<file path="src/rtl/pe_operand_feeder.sv">
// Operand sequencer / result collector for a 4-lane dot-product PE over 4x4 A and B matrices.
// Optional result RAM with registered read port: `define PE_FEEDER_RESULT_RAM_EN.
module pe_operand_feeder #(
   parameter int HOLD = 8
) (
   input  logic        CLK,
   input  logic        reset,
   input  logic        wr_en,
   input  logic        wr_sel,
   input  logic [3:0]  wr_addr,
   input  logic [20:0] wr_data,
   input  logic        start,
   output logic        busy,
   output logic        done,
   output logic        pe_en,
   output logic [83:0] pe_A,
   output logic [83:0] pe_B,
   input  logic [20:0] pe_c,
   output logic        res_valid,
   output logic [3:0]  res_addr,
   output logic [20:0] res_data
`ifdef PE_FEEDER_RESULT_RAM_EN
   ,
   input  logic [3:0]  rd_addr,
   output logic [20:0] rd_data
`endif
);

   typedef enum logic [1:0] {
      S_IDLE = 2'd0,
      S_RUN  = 2'd1,
      S_GAP  = 2'd2,
      S_DONE = 2'd3
   } state_t;

   localparam logic [3:0] HOLD_LAST = 4'(HOLD - 1);

   state_t      state_q;
   logic [3:0]  idx_q;
   logic [3:0]  cnt_q;
   logic        busy_q;
   logic        done_q;
   logic        pe_en_q;
   logic        res_valid_q;
   logic [3:0]  res_addr_q;
   logic [20:0] res_data_q;

   logic [20:0] a_mem_q [16];
   logic [20:0] b_mem_q [16];
   logic        wr_commit_d;

   // Storage only changes while idle; a write alongside start still lands before the first RUN cycle.
   assign wr_commit_d = wr_en && (state_q == S_IDLE);

   always_ff @(posedge CLK) begin
      if (reset) begin
         for (int k = 0; k < 16; k++) begin
            a_mem_q[k] <= '0;
            b_mem_q[k] <= '0;
         end
      end else if (wr_commit_d) begin
         if (wr_sel) begin
            b_mem_q[wr_addr] <= wr_data;
         end else begin
            a_mem_q[wr_addr] <= wr_data;
         end
      end
   end

   // Lane 0 occupies the top slice; A walks row idx[3:2], B walks column idx[1:0].
   generate
      for (genvar gi = 0; gi < 4; gi++) begin : g_lane
         localparam logic [1:0] LANE = 2'(gi);
         assign pe_A[83-21*gi -: 21] = a_mem_q[{idx_q[3:2], LANE}];
         assign pe_B[83-21*gi -: 21] = b_mem_q[{LANE, idx_q[1:0]}];
      end
   endgenerate

   always_ff @(posedge CLK) begin
      if (reset) begin
         state_q     <= S_IDLE;
         idx_q       <= '0;
         cnt_q       <= '0;
         busy_q      <= 1'b0;
         done_q      <= 1'b0;
         pe_en_q     <= 1'b0;
         res_valid_q <= 1'b0;
         res_addr_q  <= '0;
         res_data_q  <= '0;
      end else begin
         res_valid_q <= 1'b0;
         done_q      <= 1'b0;
         case (state_q)
            S_IDLE: begin
               if (start) begin
                  state_q <= S_RUN;
                  idx_q   <= '0;
                  cnt_q   <= '0;
                  busy_q  <= 1'b1;
                  pe_en_q <= 1'b1;
               end
            end
            S_RUN: begin
               if (cnt_q == HOLD_LAST) begin
                  res_data_q  <= pe_c;
                  res_addr_q  <= idx_q;
                  res_valid_q <= 1'b1;
                  pe_en_q     <= 1'b0;
                  cnt_q       <= '0;
                  state_q     <= S_GAP;
               end else begin
                  cnt_q <= cnt_q + 4'd1;
               end
            end
            S_GAP: begin
               cnt_q <= '0;
               if (idx_q == 4'd15) begin
                  state_q <= S_DONE;
                  done_q  <= 1'b1;
               end else begin
                  idx_q   <= idx_q + 4'd1;
                  pe_en_q <= 1'b1;
                  state_q <= S_RUN;
               end
            end
            S_DONE: begin
               busy_q  <= 1'b0;
               state_q <= S_IDLE;
            end
            default: begin
               state_q <= S_IDLE;
            end
         endcase
      end
   end

   assign busy      = busy_q;
   assign done      = done_q;
   assign pe_en     = pe_en_q;
   assign res_valid = res_valid_q;
   assign res_addr  = res_addr_q;
   assign res_data  = res_data_q;

`ifdef PE_FEEDER_RESULT_RAM_EN
   logic [20:0] c_mem_q [16];
   logic [20:0] rd_data_q;

   always_ff @(posedge CLK) begin
      if (reset) begin
         for (int k = 0; k < 16; k++) begin
            c_mem_q[k] <= '0;
         end
         rd_data_q <= '0;
      end else begin
         if (res_valid_q) begin
            c_mem_q[res_addr_q] <= res_data_q;
         end
         rd_data_q <= c_mem_q[rd_addr];
      end
   end

   assign rd_data = rd_data_q;
`endif

endmodule

</file>
<file path="config.mk">
export PLATFORM = sky130hd
export DESIGN_NAME = pe_operand_feeder
export DESIGN_NICKNAME = d
export VERILOG_FILES = /design/src/rtl/pe_operand_feeder.sv
export SDC_FILE = /design/constraint.sdc
export NUM_CORES = 1
export LEC_CHECK = 0
export CORE_ASPECT_RATIO = 1.1
export CORE_MARGIN = 5
export CORE_UTILIZATION = 45
export CTS_CLUSTER_SIZE = 25
export DETAILED_ROUTE_END_ITERATION = 10
export PLACE_DENSITY_LB_ADDON = 0.08
export SETUP_SLACK_MARGIN = 0.02
export SYNTH_ARGS = -nofsm -noshare
export SYNTH_HDL_FRONTEND = slang
export SYNTH_SLANG_ARGS = --single-unit
</file>
<file path="constraint.sdc">
create_clock -name CLK -period 7 [get_ports CLK]
set_clock_uncertainty 0.15 [all_clocks]
set_input_delay 0.7 -clock CLK [delete_from_list [all_inputs] [get_ports CLK]]
set_output_delay 0.7 -clock CLK [all_outputs]
set_load 0.02 [all_outputs]
</file>
==> qor.yml <==
flow_run:
  drv_cap: 0
place:
  dp_hpwl_um: 60000
  gp_congestion: 0.845
  port_buffers: 247
global_route:
  grt_pass1_vias: 18400
  track_usage_pct: 25.4
  grt_remaining_overflow: 0
  antenna_found_initial: 1
  grt_max_degree: 85
  grt_pass1_wl_um: 132000
yosys:
  async_flop_share_pct: 0
  syn_nets: 2064
  synthFlopType: "edfxtp_1"
  synth_edf_count: 672
  yosysSeqAreaShare_pct: 70.3
  avgSynthCellArea_um2: 14.9
  yosysUniqueCellTypes: 43
  ys_warn_count: 0
  syn_inst: 2011
  yosys_register_bits: 715
  syn_area_um2: 29900
worst_setup_path:
  arrival_ns: 4.46
  cp-end-kind: "register"
  ff2ff_path_depth: 3
  startpoint_type: "primary input"
  max_stage_delay_ns: 1.24
  worst-path-buf-inv: 1
  worstReg2RegStart: "state_q[0]$_SDFFE_PP0P_"
  r2r_slack_ns: 2.67
  path_cells: "clkdlybuf4s50_1 > nor4b_4 > nand3_1 > o21bai_2"
  crit_slowest_cell: "o21bai_2"
  crit_family: "simple AND/OR/NAND/NOR gates"
  crit_type: "primary input to register"
  r2r_end: "a_mem_q[1][19]$_SDFFCE_PN0P_"
  required_ns: 7.06
  cp_max_fo: 22
layout:
  ff_latch_area_um2: 21100
  fillerInstances: 5515
  drive_gt1_share_pct: 14.7
  multiInputGateArea_um2: 8220
  layout_commonest_cell: "edfxtp_1"
  layout.nets: 2267
  layout_common_cells: "edfxtp_1 (672), nor2_1 (577), clkdlybuf4s50_1 (246), mux4_2 (168), nand2_1 (106)"
  syn_to_final_growth_pct: 18.3
routing:
  dr.pass1.iters: 6
  detail-route-antenna-nets: 0
  drcViolationCount: 0
  drt_iter0_markers: 2016
  post_drt_wl_per_cell_um: 29.6
  drt_wl_total_um: 92600
  via_count: 18300
  via_per_inst: 5.86
timing:
  setup_viol: 0
  rsz0062_at_grt: "no"
  finalCritPeriodShare_pct: 62.8
  fmaxAchievable_mhz: 227
  fin_crit_ns: 4.40
  tns_ns: 0
  hold_violations: 0
  maxSlewHeadroom_pct: 17.6
  worst_slew_pin_slew_ns: 1.23
  hold-worst-slack_ns: 0.324
  report.final.slew_viol_count: 0
pwr:
  p_comb_share_pct: 6.6
  p_per_area_nw_per_um2: 264
  p_int_mw: 7.28
  pwr-share-clk_pct: 41.5
  p_seq_share_pct: 51.9
  switchingPower_mw: 2.09
  switching_share_pct: 22.3
  ir_drop_mv: 0.188
  p_leak_nw: 11.7
clock_network:
  root_buffer: "clkbuf_16"
  cts.htree.levels: 3
  cts_buffers: 74
  path_clk_slew_ns: 0.06
  cts_sinks: 715
  clk_latency_ns: 0.60
  cts_resized: 0
  post_cts_buffers: 0
  cts_buffer_depth: 3
  cts_hold_buf: 0
  cts_tree: "yes"
die:
  initial_core_util_pct: 45.3
  dieWidth_um: 256
  ioPinCount: 248
  coreArea_um2: 66100
  rows: 99
  dieArea_um2: 71800
  chipHeight_um: 281
worst_hold_path:
  min_to: "pe_en$_SDFFE_PP0P_"
  min_path_type: "register to register"
  hp-start: "pe_en$_SDFFE_PP0P_"
  hold_depth: 1
outcome:
  outcome: "finished, final reports clean"
-- power by group through the flow --
| stage | logic, mW | clock network [mW] | registers (mW) |
|---|---|---|---|
| after detailed placement | 0.626 | 0 | 4.95 |
| after CTS | 0.629 | 3.93 | 4.86 |
| after global routing | 0.647 | 4.11 | 4.87 |
| final | 0.623 | 3.88 | 4.86 |
| after floorplan | 0.320 | 0 | 4.92 |
| after global placement | 0.623 | 0 | 4.95 |
-- worst max path at each step --
stage                         from                      endpoint  slack (ns)  cells past startpoint
after floorplan              reset  a_mem_q[13][0]$_SDFFCE_PN0P_        3.63                      5
after global placement       wr_en   a_mem_q[1][2]$_SDFFCE_PN0P_        2.03                      4
after detailed placement     wr_en   a_mem_q[1][6]$_SDFFCE_PN0P_        1.95                      4
after CTS                 register                      pe_B[58]        2.58                      3
after global routing         wr_en  a_mem_q[1][11]$_SDFFCE_PN0P_        2.42                      4
final                        wr_en  a_mem_q[1][19]$_SDFFCE_PN0P_        2.60                      4
-- layout make-up --
type	instances	share of cell area (%)
clock inverters	29	0.890
diodes	1	0.00706
repair buffers	282	7.74
clock buffers	98	5.66
well taps	858	3.03
flip-flops and latches	715	59.4
multi-input cells	1139	23.2
inverters	2	0.0212
-- state kept, by name (all words and copies together), names as in the netlist, named ones only --
register and flops:
res_addr 4, state_q 2, pe_en 1, res_valid 1, b_mem_q 336, a_mem_q 336
done 1, res_data 21, cnt_q 4, idx_q 4, busy 1
-- worst reg2reg max path, stage by stage, from the launching register on --
cell and delay, ns:
dfxtp_1 0.47, nor4b_4 1.04, nand3_1 1.02, o21bai_2 1.24
-- Yosys cell counts, types with 2 or more instances --
| master | number | area (um2) |
|---|---|---|
| edfxtp_1 | 672 | 20200 |
| or4_1 | 2 | 15.0 |
| clkbuf_1 | 98 | 368 |
| nand2b_1 | 3 | 18.8 |
| or2_2 | 3 | 18.8 |
| a21o_1 | 20 | 150 |
| a21oi_1 | 33 | 165 |
| dfxtp_1 | 43 | 861 |
| nand3b_1 | 2 | 15.0 |
| ha_1 | 2 | 25.0 |
| inv_1 | 2 | 7.51 |
| a211oi_1 | 3 | 22.5 |
| mux4_2 | 168 | 3780 |
| nor3_1 | 7 | 35.0 |
| or3_1 | 5 | 31.3 |
| o21bai_1 | 9 | 67.6 |
| nand2_1 | 106 | 398 |
| nand3_1 | 37 | 185 |
| and2_1 | 65 | 407 |
| or3b_2 | 2 | 17.5 |
| nor2b_1 | 5 | 31.3 |
| and3_1 | 41 | 257 |
| a41o_1 | 3 | 30.0 |
| nor4b_2 | 2 | 30.0 |
| buf_1 | 19 | 71.3 |
| buf_2 | 17 | 85.1 |
| o21ai_0 | 29 | 145 |
| buf_6 | 21 | 236 |
| nor2_1 | 578 | 2170 |
-- cells by family (layout without fill, tap and decap cells) --
kind of cell | Yosys count | in the layout | synth area share (%)
flops | 715 | 715 | 70.3
other cells | 0 | 1 | 0
mux | 168 | 168 | 12.6
fa+ha+maj | 2 | 2 | 0.0836
buf+inv | 157 | 411 | 2.57
simple gates | 866 | 866 | 12.4
compound gates | 103 | 103 | 2.10
-- per-stage QoR --
step | utilization [%] | setup WS (ns) | power, mW | cells | cell area, um2
after floorplan | - | 3.63 | 5.24 | 2011 | 29900
after global placement | 50.0 | 2.03 | 5.57 | 2996 | 33100
after detailed placement | 50.0 | 1.95 | 5.58 | 2996 | 33100
after CTS | 53.6 | 2.58 | 9.42 | 3123 | 35400
after global routing | 53.6 | 2.42 | 9.63 | 3123 | 35400
final | 53.6 | 2.60 | 9.37 | 3124 | 35400
-- layer usage --
layer,GRT usage [%],up-vias,wire length (um)
met3,4.37,115,7730
met4,6.88,0,2340
met2,43.6,900,46600
met5,0,-,0
li1,-,7818,-
met1,34.2,9461,35900
Note: power is estimated with default switching activity, not from simulation.
